[src/rtl/a_decoder_scan.sv]
// 1-of-N active-low decoder with three enables and an auto-scan mode
// that walks the low output through every index, holding each one for a programmable dwell.
module a_decoder_scan #(
  parameter int SEL_W   = 3,
  parameter int DWELL_W = 8,
  localparam int N_OUT  = 2**SEL_W
) (
  input  logic               clk_i,
  input  logic               rst_i,
  input  logic [SEL_W-1:0]   sel_i,
  input  logic               g1_en_i,
  input  logic               g2a_en_n_i,
  input  logic               g2b_en_n_i,
  input  logic               mode_i,
  input  logic [DWELL_W-1:0] dwell_i,
  output logic [N_OUT-1:0]   yn_o,
  output logic [SEL_W-1:0]   sel_o,
  output logic               active_o,
  output logic               wrap_o
);

  typedef enum logic [1:0] {
    IDLE   = 2'd0,
    DIRECT = 2'd1,
    SCAN   = 2'd2
  } state_t;

  localparam logic [N_OUT-1:0] ONE_HOT_BASE = N_OUT'(1);
  localparam logic [SEL_W-1:0] LAST_IDX     = '1;

  state_t               state_q, state_nxt;
  logic [SEL_W-1:0]     index_q, index_nxt;
  logic [DWELL_W-1:0]   cnt_q, cnt_nxt;
  logic [N_OUT-1:0]     yn_nxt;
  logic [SEL_W-1:0]     sel_nxt;
  logic                 active_nxt;
  logic                 wrap_nxt;
  logic                 enable_s;

  assign enable_s = g1_en_i & ~g2a_en_n_i & ~g2b_en_n_i;

  // Outputs are computed for the state being entered, so they appear one edge after the inputs.
  always_comb begin
    state_nxt  = IDLE;
    index_nxt  = index_q;
    cnt_nxt    = cnt_q;
    yn_nxt     = '1;
    sel_nxt    = sel_o;
    active_nxt = 1'b0;
    wrap_nxt   = 1'b0;

    if (enable_s) begin
      state_nxt = mode_i ? SCAN : DIRECT;
    end

    unique case (state_nxt)
      DIRECT: begin
        index_nxt  = sel_i;
        cnt_nxt    = '0;
        yn_nxt     = ~(ONE_HOT_BASE << sel_i);
        sel_nxt    = sel_i;
        active_nxt = 1'b1;
      end
      SCAN: begin
        if (state_q != SCAN) begin
          index_nxt = sel_i;
          cnt_nxt   = dwell_i;
        end else if (cnt_q != '0) begin
          cnt_nxt = cnt_q - DWELL_W'(1);
        end else begin
          // Only a genuine advance out of the last index counts as a wrap.
          index_nxt = index_q + SEL_W'(1);
          cnt_nxt   = dwell_i;
          wrap_nxt  = (index_q == LAST_IDX);
        end
        yn_nxt     = ~(ONE_HOT_BASE << index_nxt);
        sel_nxt    = index_nxt;
        active_nxt = 1'b1;
      end
      default: begin
        yn_nxt = '1;
      end
    endcase
  end

  always_ff @(posedge clk_i) begin
    if (rst_i) begin
      state_q  <= IDLE;
      index_q  <= '0;
      cnt_q    <= '0;
      yn_o     <= '1;
      sel_o    <= '0;
      active_o <= 1'b0;
      wrap_o   <= 1'b0;
    end else begin
      state_q  <= state_nxt;
      index_q  <= index_nxt;
      cnt_q    <= cnt_nxt;
      yn_o     <= yn_nxt;
      sel_o    <= sel_nxt;
      active_o <= active_nxt;
      wrap_o   <= wrap_nxt;
    end
  end

endmodule

[config.mk]
export PLATFORM = sky130hd
export DESIGN_NAME = a_decoder_scan
export DESIGN_NICKNAME = d
export VERILOG_FILES = /design/src/rtl/a_decoder_scan.sv
export SDC_FILE = /design/constraint.sdc
export NUM_CORES = 1
export LEC_CHECK = 0
export BUFFER_PORTS_ARGS = -buffer_cell sky130_fd_sc_hd__buf_2
export CORE_ASPECT_RATIO = 1.75
export CORE_MARGIN = 2
export CORE_UTILIZATION = 30
export DETAILED_ROUTE_END_ITERATION = 12
export HOLD_SLACK_MARGIN = 0.1
export PLACE_DENSITY = 0.58
export SLEW_MARGIN = 20
export SYNTH_ARGS = -nofsm -noshare
export SYNTH_HDL_FRONTEND = slang
export SYNTH_SLANG_ARGS = --single-unit
[constraint.sdc]
create_clock -name clk_i -period 3.79 [get_ports clk_i]
set_input_delay 0.379 -clock clk_i [delete_from_list [all_inputs] [get_ports clk_i]]
set_output_delay 0.379 -clock clk_i [all_outputs]
set_load 0.03 [all_outputs]
## Yosys cells after proc, flatten, opt, wreduce, memory -nomap -nowiden

Index checks and enable logic that the tools add are counted.

- Register bits: 23
- Word-level logic and storage cells: 36

- Add/sub/neg operators: 2
- Equality and inequality tests: 4
- Shift operators: 2
- Multiplexer cells: 11
- Bitwise logic cells: 7
- Reduce and logical (&&, ||, !) cells: 4

Operators by type and width:

| cell | count |
|---|---|
| $pmux 8 s2 | 2 |
| $mux 8 | 2 |
| $not 8->8 | 2 |
| $shl 1x3->8 const A | 2 |
| $mux 3 | 3 |
| $reduce_bool 8->1 | 1 |
| $sub 8x1->8 const B | 1 |
| $pmux 3 s2 | 1 |
| $mux 2 | 2 |
| $reduce_or 4->1 | 1 |
| $add 3x1->3 const B | 1 |
| $eq 3x3->1 const B | 1 |
| $not 1->1 | 3 |
| $and 1x1->1 | 2 |
| $eq 2x1->1 const B | 1 |
| $eq 2x2->1 const B | 1 |
| $ne 2x2->1 const B | 1 |
| $reduce_bool 2->1 | 1 |
| $reduce_or 2->1 | 1 |
| $mux 1 | 1 |

## Depth between registers and ports, before layout

Gate-level depths: netlist of run 1.

- Word-level depth: 9
- Mapped depth: 7

## Worst setup path before layout of run 1

OpenSTA, ideal clock, no wires.

- Path kind: register to register
- Start point: register cnt_q[0]
- End point: register yn_o[7]
- Setup time: 0.145 ns
- Arrival: 1.923 ns
- Data required time: 3.645 ns
- Path slack: 1.722 ns
- Stages on the path, launching flop included: 8
- Path buffers: 0
- Path through: dfxtp_1 inv_1 ha_1 or3b_2 or3_4 a31oi_4 and2_1 a31oi_1

- Word-level cells in the longest chain between the ends: 7

RTL lines:

| element | line | source |
|---|---|---|
| start, declared | 33 | `logic [DWELL_W-1:0] cnt_q, cnt_nxt;` |
| start signal, assigned | 98 | `cnt_q <= cnt_nxt;` |
| $reduce_bool 8->1 | 68 | `end else if (cnt_q != '0) begin` |
| $mux 3 | 68 |  |
| $mux 3 | 65 | `if (state_q != SCAN) begin` |
| $mux 3 | 56 | `unique case (state_nxt)` |
| $shl 1x3->8 | 76 | `yn_nxt = ~(ONE_HOT_BASE << index_nxt);` |
| $not 8->8 | 76 |  |
| $pmux 8 s2 | 56 |  |
| end signal, assigned | 99 | `yn_o <= yn_nxt;` |
| end, declared | 16 | `output logic [N_OUT-1:0] yn_o,` |

No other way between the ends. The select of a mux whose other input is x is not followed.
A chain may end at the register's enable or synchronous reset.

## Worst setup path in the final report of run 1

- Start point: register cnt_q[0]
- End point: register yn_o[2]

Same word-level chain as after synthesis.

==> results of run 1 <==
-- layer usage --
| metal | routed length, um | part of all wire (%) | up-vias | track usage [%] |
|---|---|---|---|---|
| li1 | - | - | 605 | - |
| met1 | 1200 | 36 | 567 | 16.0 |
| met2 | 1930 | 57 | 49 | 29.4 |
| met3 | 195 | 5.8 | 4 | 3.21 |
| met4 | 39 | 1.2 | 0 | 7.46 |
| met5 | 0 | 0 | - | 0 |
-- cell usage in the layout (no fill, tap or decap), types with 3 or more instances in the layout --
master,n
buf_2,29
dfxtp_1,23
nor2_1,19
nand2_1,11
a21oi_1,9
nor2b_1,7
nor3_1,6
o21ai_0,6
nor3b_1,5
o21ai_1,4
nor4_1,4
o221ai_1,4
mux2i_1,4
inv_1,3
a31oi_1,3
a211oi_1,3
ha_1,3
clkbuf_8,3
-- tightest hold or removal path, cell delays in order --
cell	delay, ns
buf_2	0.08
mux2i_1	0.05
o21ai_1	0.13
-- path summary, 6_finish.rpt --
check / end / slack (ns) / cells after the start
worst min register to register: cnt_q[0] / 0.50 / 2
worst max register to register: yn_o[2] / 1.35 / 7
worst min-delay path: cnt_q[2] / 0.41 / 3
worst max-delay path: yn_o[2] / 1.35 / 7
-- power groups by stage --
stage | logic, uW | clock network (uW) | registers [uW]
after CTS | 77.7 | 158 | 251
after floorplan | 47.7 | 0 | 261
after global placement | 76.6 | 0 | 256
final | 77.8 | 154 | 251
after global routing | 86.7 | 164 | 251
after detailed placement | 77.2 | 0 | 256
-- per-stage QoR --
stage / instance area [um^2] / util (%)
2_1_floorplan: 1230 / -
3_3_place_gp: 1430 / 36.5
3_5_place_dp: 1430 / 36.5
4_1_cts: 1470 / 37.7
5_1_grt: 1470 / 37.7
6_report: 1470 / 37.7
-- synthesized netlist by cell type (2+ instances only) --
library cell,count
ha_1,3
nor3b_1,5
a211oi_1,3
nor2b_1,7
a31oi_1,3
nand3_1,2
a22o_1,2
inv_1,3
o21ai_1,4
nor4_1,4
nand2_1,11
o21ai_0,6
a311oi_1,2
dfxtp_1,23
clkbuf_1,8
a32oi_1,2
mux2i_1,4
nor2_1,19
nor3_1,6
a21oi_1,9
nand3b_1,2
o221ai_1,4
and3b_1,2
-- flip-flops by register name, summed over array words and instances, names as in the netlist --
name and flops:
cnt_q 8, yn_o 8, index_q 3, wrap_o 1, active_o 1, state_q 2
-- cell type report --
| cell class | instances | area share, % |
|---|---|---|
| multi-input cells | 115 | 49.9 |
| flip-flops and latches | 23 | 31.3 |
| repair buffers | 31 | 10.9 |
| well taps | 48 | 4.09 |
| clock buffers | 4 | 3.06 |
| inverters | 3 | 0.766 |
-- logic make-up (layout without fill, tap and decap cells) --
logic type | after synthesis | in the layout | synth area share [%]
AO/OA/AOI/OAI | 43 | 43 | 24.5
XOR/XNOR | 1 | 1 | 0.709
adder cells (fa/ha/maj) | 3 | 3 | 3.04
buffers and inverters | 11 | 38 | 3.34
flip-flops | 23 | 23 | 37.3
multiplexers | 4 | 4 | 3.24
AND/OR/NAND/NOR | 64 | 64 | 27.9
==> run summary, run 1 <==
status: finished, final reports clean
CP top delay family: simple AND/OR/NAND/NOR gates
Worst-Margin Slew: 0.827 ns
Ant. Diodes: 0
hold buffer count at CTS: 0
Reg2Reg Launch Point: cnt_q[0]
post-CTS setup buffer count: 0
area leader, netlist: dfxtp_1
share of flip-flops with an asynchronous set or reset: 0%
worst path cell trace: inv_1 -> ha_1 -> nor3b_1 -> nand3_1 -> a31oi_1 -> nor3b_1 -> o221ai_1
CP Capture Type: register
clock power share: 32.0%
DIE WIDTH: 52.5 um
register area share after synthesis: 37.3%
Syn Std Cell Area: 1230 um^2
critical path buffer and inverter count: 1
yosys synthesis warning count: 0
die area: 4670 um^2
Setup-failing EPs final: 0
synth top area cells: dfxtp_1 (37%), nor2_1 (5.8%), a21oi_1 (3.6%)
sw power: 131 uW
clock tree buffer depth: 2
Clk pin slew, worst setup/hold paths: 0.09 ns
Startpoint Class: register
multi-input logic area: 733 um^2
slowest cell on the critical path: nor3b_1
power share of the combinational group: 16.1%
root buf cell: clkbuf_8
Initial Utilization: 31.6%
initial drt markers: 51
CP peak stage delay: 0.57 ns
fillers: 430
slew margin rel.: 44.7%
largest net degree at the start of global routing: 15
critical path arrival: 2.57 ns
Pleak: 0.000560 uW
vias in the first global route: 1236
worst setup margin: 1.35 ns
Avg Vias per Cell: 5.47
number of buffers added on ports: 29
final hold vios: 0
Pwr Total: 483 uW
post-CTS sizing: 0
hpwl dp: 2600 um
Mapped Cells: 149
Syn-to-layout area delta: 19.0%
Crit Path Category: register to register
Placed Instances: 220
DRC viols: 0
global-route wire length before repair: 5580 um
fraction of layout cells with a size suffix above 1: 21.6%
syn_nets: 169
initial antenna violation count: 0
CP max FO: 8
max cap viols: 0
most used cell, CP: nor3b_1
routed len/inst: 15.0 um
Pint: 352 uW
core footprint: 3900 um^2
unrepaired setup endpoints after global routing: false
Reg area: 460 um^2
Worst EP required: 3.92 ns
Post-synth EDFFs: 0
CTS Buf Count: 3
Place WS: 1.51 ns
CP startpoint: cnt_q[0]
Yosys top cell area share: 37.3%
Sw Share: 27.2%
gpl congestion: 0.924
CTS H-tree lvls: 1
Skew-Pair Late Insertion Delay: 0.27 ns
first-pass iteration count of the detailed router: 4
flops & latches, synth: 23
fmax: 409 MHz
Worst Hold Margin: 0.407 ns
Vias: 1225
Main synth FF type: dfxtp_1
Final Skew: 0.0110 ns
non-filler cells in the finished layout: 224
Die Ht: 88.9 um
nets: 197
period utilisation layout: 64.4%
Routed Antenna Nets: 0
max-slew violations: 0
overall routing resource usage: 15.7%
routed wire length: 3360 um
TritonCTS clock tree: built
Synth cell types: 38
VDD IR max: 222 uV
sequential share of power: 51.9%
syn_area_per_cell: 8.29 um^2
global route overflow: 0
Rows: 30
Hold/Removal Path Class: input pin to register
min cycle time layout: 2.44 ns
number of clock sinks: 23
Cell Pwr Density: 328 nW/um^2
Top Ports: 30
Final TNS setup: 0 ns
min-delay src: dwell_i[2]
No activity file was read; power rests on OpenSTA's default activity.
==> inputs of run 2 (changes only) <==
- clock period: 3.79 -> 2.45 ns (I/O delays scaled with it)
==> run summary, run 2 (synthesis results as in run 1) <==
Crit Path Category: register to register
Worst EP required: 2.57 ns
routed wire length: 3210 um
Worst-Margin Slew: 0.621 ns
Reg2Reg Launch Point: cnt_q[0]
CTS H-tree lvls: 1
largest net degree at the start of global routing: 19
nets: 200
Hold/Removal Path Class: input pin to register
metal3 WL: 155 um
Avg Vias per Cell: 5.41
Cell Pwr Density: 499 nW/um^2
unrepaired setup endpoints after global routing: false
Die Ht: 88.9 um
Routed met2 length: 1770 um
leading cell type in the layout, fill and taps excluded: buf_2
Pleak: 0.000576 uW
WHS Path Cells: 3
Pwr Total: 746 uW
Final TNS setup: 0 ns
Ant. Diodes: 0
number of buffers added on ports: 29
die area: 4670 um^2
Top Metal Used: met4
gpl congestion: 0.883
Final Skew: 0.00274 ns
post-CTS setup buffer count: 0
Clk pin slew, worst setup/hold paths: 0.08 ns
fin util: 38.3%
final hold vios: 0
max cap viols: 0
DIE WIDTH: 52.5 um
CP Capture Point: yn_o[7]
WL met1: 1200 um
Routed Antenna Nets: 0
reg2reg end: yn_o[7]
Startpoint Class: register
clock tree buffer depth: 2
CP Capture Type: register
global-route wire length before repair: 5200 um
initial antenna violation count: 0
first-pass iteration count of the detailed router: 4
fmax: 441 MHz
max-slew violations: 0
initial drt markers: 28
r2r worst-path depth: 7
CP max FO: 7
CP startpoint: cnt_q[0]
status: finished, final reports clean
total placed instance area: 1450 um^2
non-filler cells in the finished layout: 227
Rows: 30
hpwl dp: 2500 um
Placed Instances: 223
core footprint: 3900 um^2
CTS Buf Count: 3
DRC viols: 0
critical path arrival: 2.39 ns
Skew-Pair Late Insertion Delay: 0.27 ns
overall routing resource usage: 14.9%
hold buffer count at CTS: 0
number of clock sinks: 23
R2R Setup Slk: 0.18 ns
post-CTS sizing: 0
min cycle time layout: 2.27 ns
slew margin rel.: 58.4%
global route overflow: 0
fraction of layout cells with a size suffix above 1: 23.5%
Setup-failing EPs final: 0
Vias: 1229
Initial Utilization: 31.6%
vias in the first global route: 1227
Syn-to-layout area delta: 21.0%
period utilisation layout: 92.6%
Final Instance Area: 1490 um^2
top flop regs: cnt_q: 8 flops, yn_o: 8 flops, index_q: 3 flops
TritonCTS clock tree: built
commonest cells after routing, fill and taps aside: buf_2 (29), dfxtp_1 (23), nor2_1 (19), nand2_1 (11), a21oi_1 (9)
Top Ports: 30
routed len/inst: 14.1 um
root buf cell: clkbuf_8
VDD IR max: 181 uV
==> run 2: cell types whose count changed in the layout (fill, tap and decap cells not counted), sizes merged <==
cell    before  now
buf         31   34
clkbuf       4    3
clkinv       0    1
==> run 2: power by group <==
part / switching [uW] / leakage, uW / internal [uW]
clock: 123 / 0.0000255 / 114
sequential: 6.74 / 0.000187 / 381
combinational: 72.0 / 0.000364 / 50.1
==> run 2: layout make-up <==
cell class,count,area [um^2]
multi-input combinational,115,733
clock buffer,3,41.3
timing repair buffer,34,183
inverter,3,11.3
sequential,23,460
clock inverter,1,5.00
tap,48,60.1
fill,438,2410
==> run 2: worst min-delay path by stage <==
stage / start / endpoint / slack [ns]
2_1_floorplan: rst_i / active_o / 0.35
3_3_place_gp: cnt_q[1] / cnt_q[1] / 0.47
3_5_place_dp: cnt_q[1] / cnt_q[1] / 0.49
4_1_cts: dwell_i[2] / cnt_q[2] / 0.26
5_1_grt: dwell_i[2] / cnt_q[2] / 0.27
6_report: dwell_i[2] / cnt_q[2] / 0.26
==> run 2: stage by stage <==
| stage | hold WS, ns | worst slack [ns] |
|---|---|---|
| after floorplan | 0.352 | 0.382 |
| after global placement | 0.469 | 0.281 |
| after detailed placement | 0.491 | 0.206 |
| after CTS | 0.260 | 0.187 |
| after global routing | 0.272 | 0.0843 |
| final | 0.263 | 0.181 |
==> run 2: routing by layer <==
layer  track usage [%]  up-vias
met4              9.56        0
met3              1.86        9
met2              27.2       40
li1                  -      616
met5                 0        -
met1              15.4      564
==> run 2: critical path, stage by stage, from the launching register on <==
cell     delay [ns]
dfxtp_1        0.34
inv_1          0.09
ha_1           0.19
or3b_2         0.52
or3_4          0.40
a31oi_4        0.26
and2_1         0.22
a31oi_1        0.10
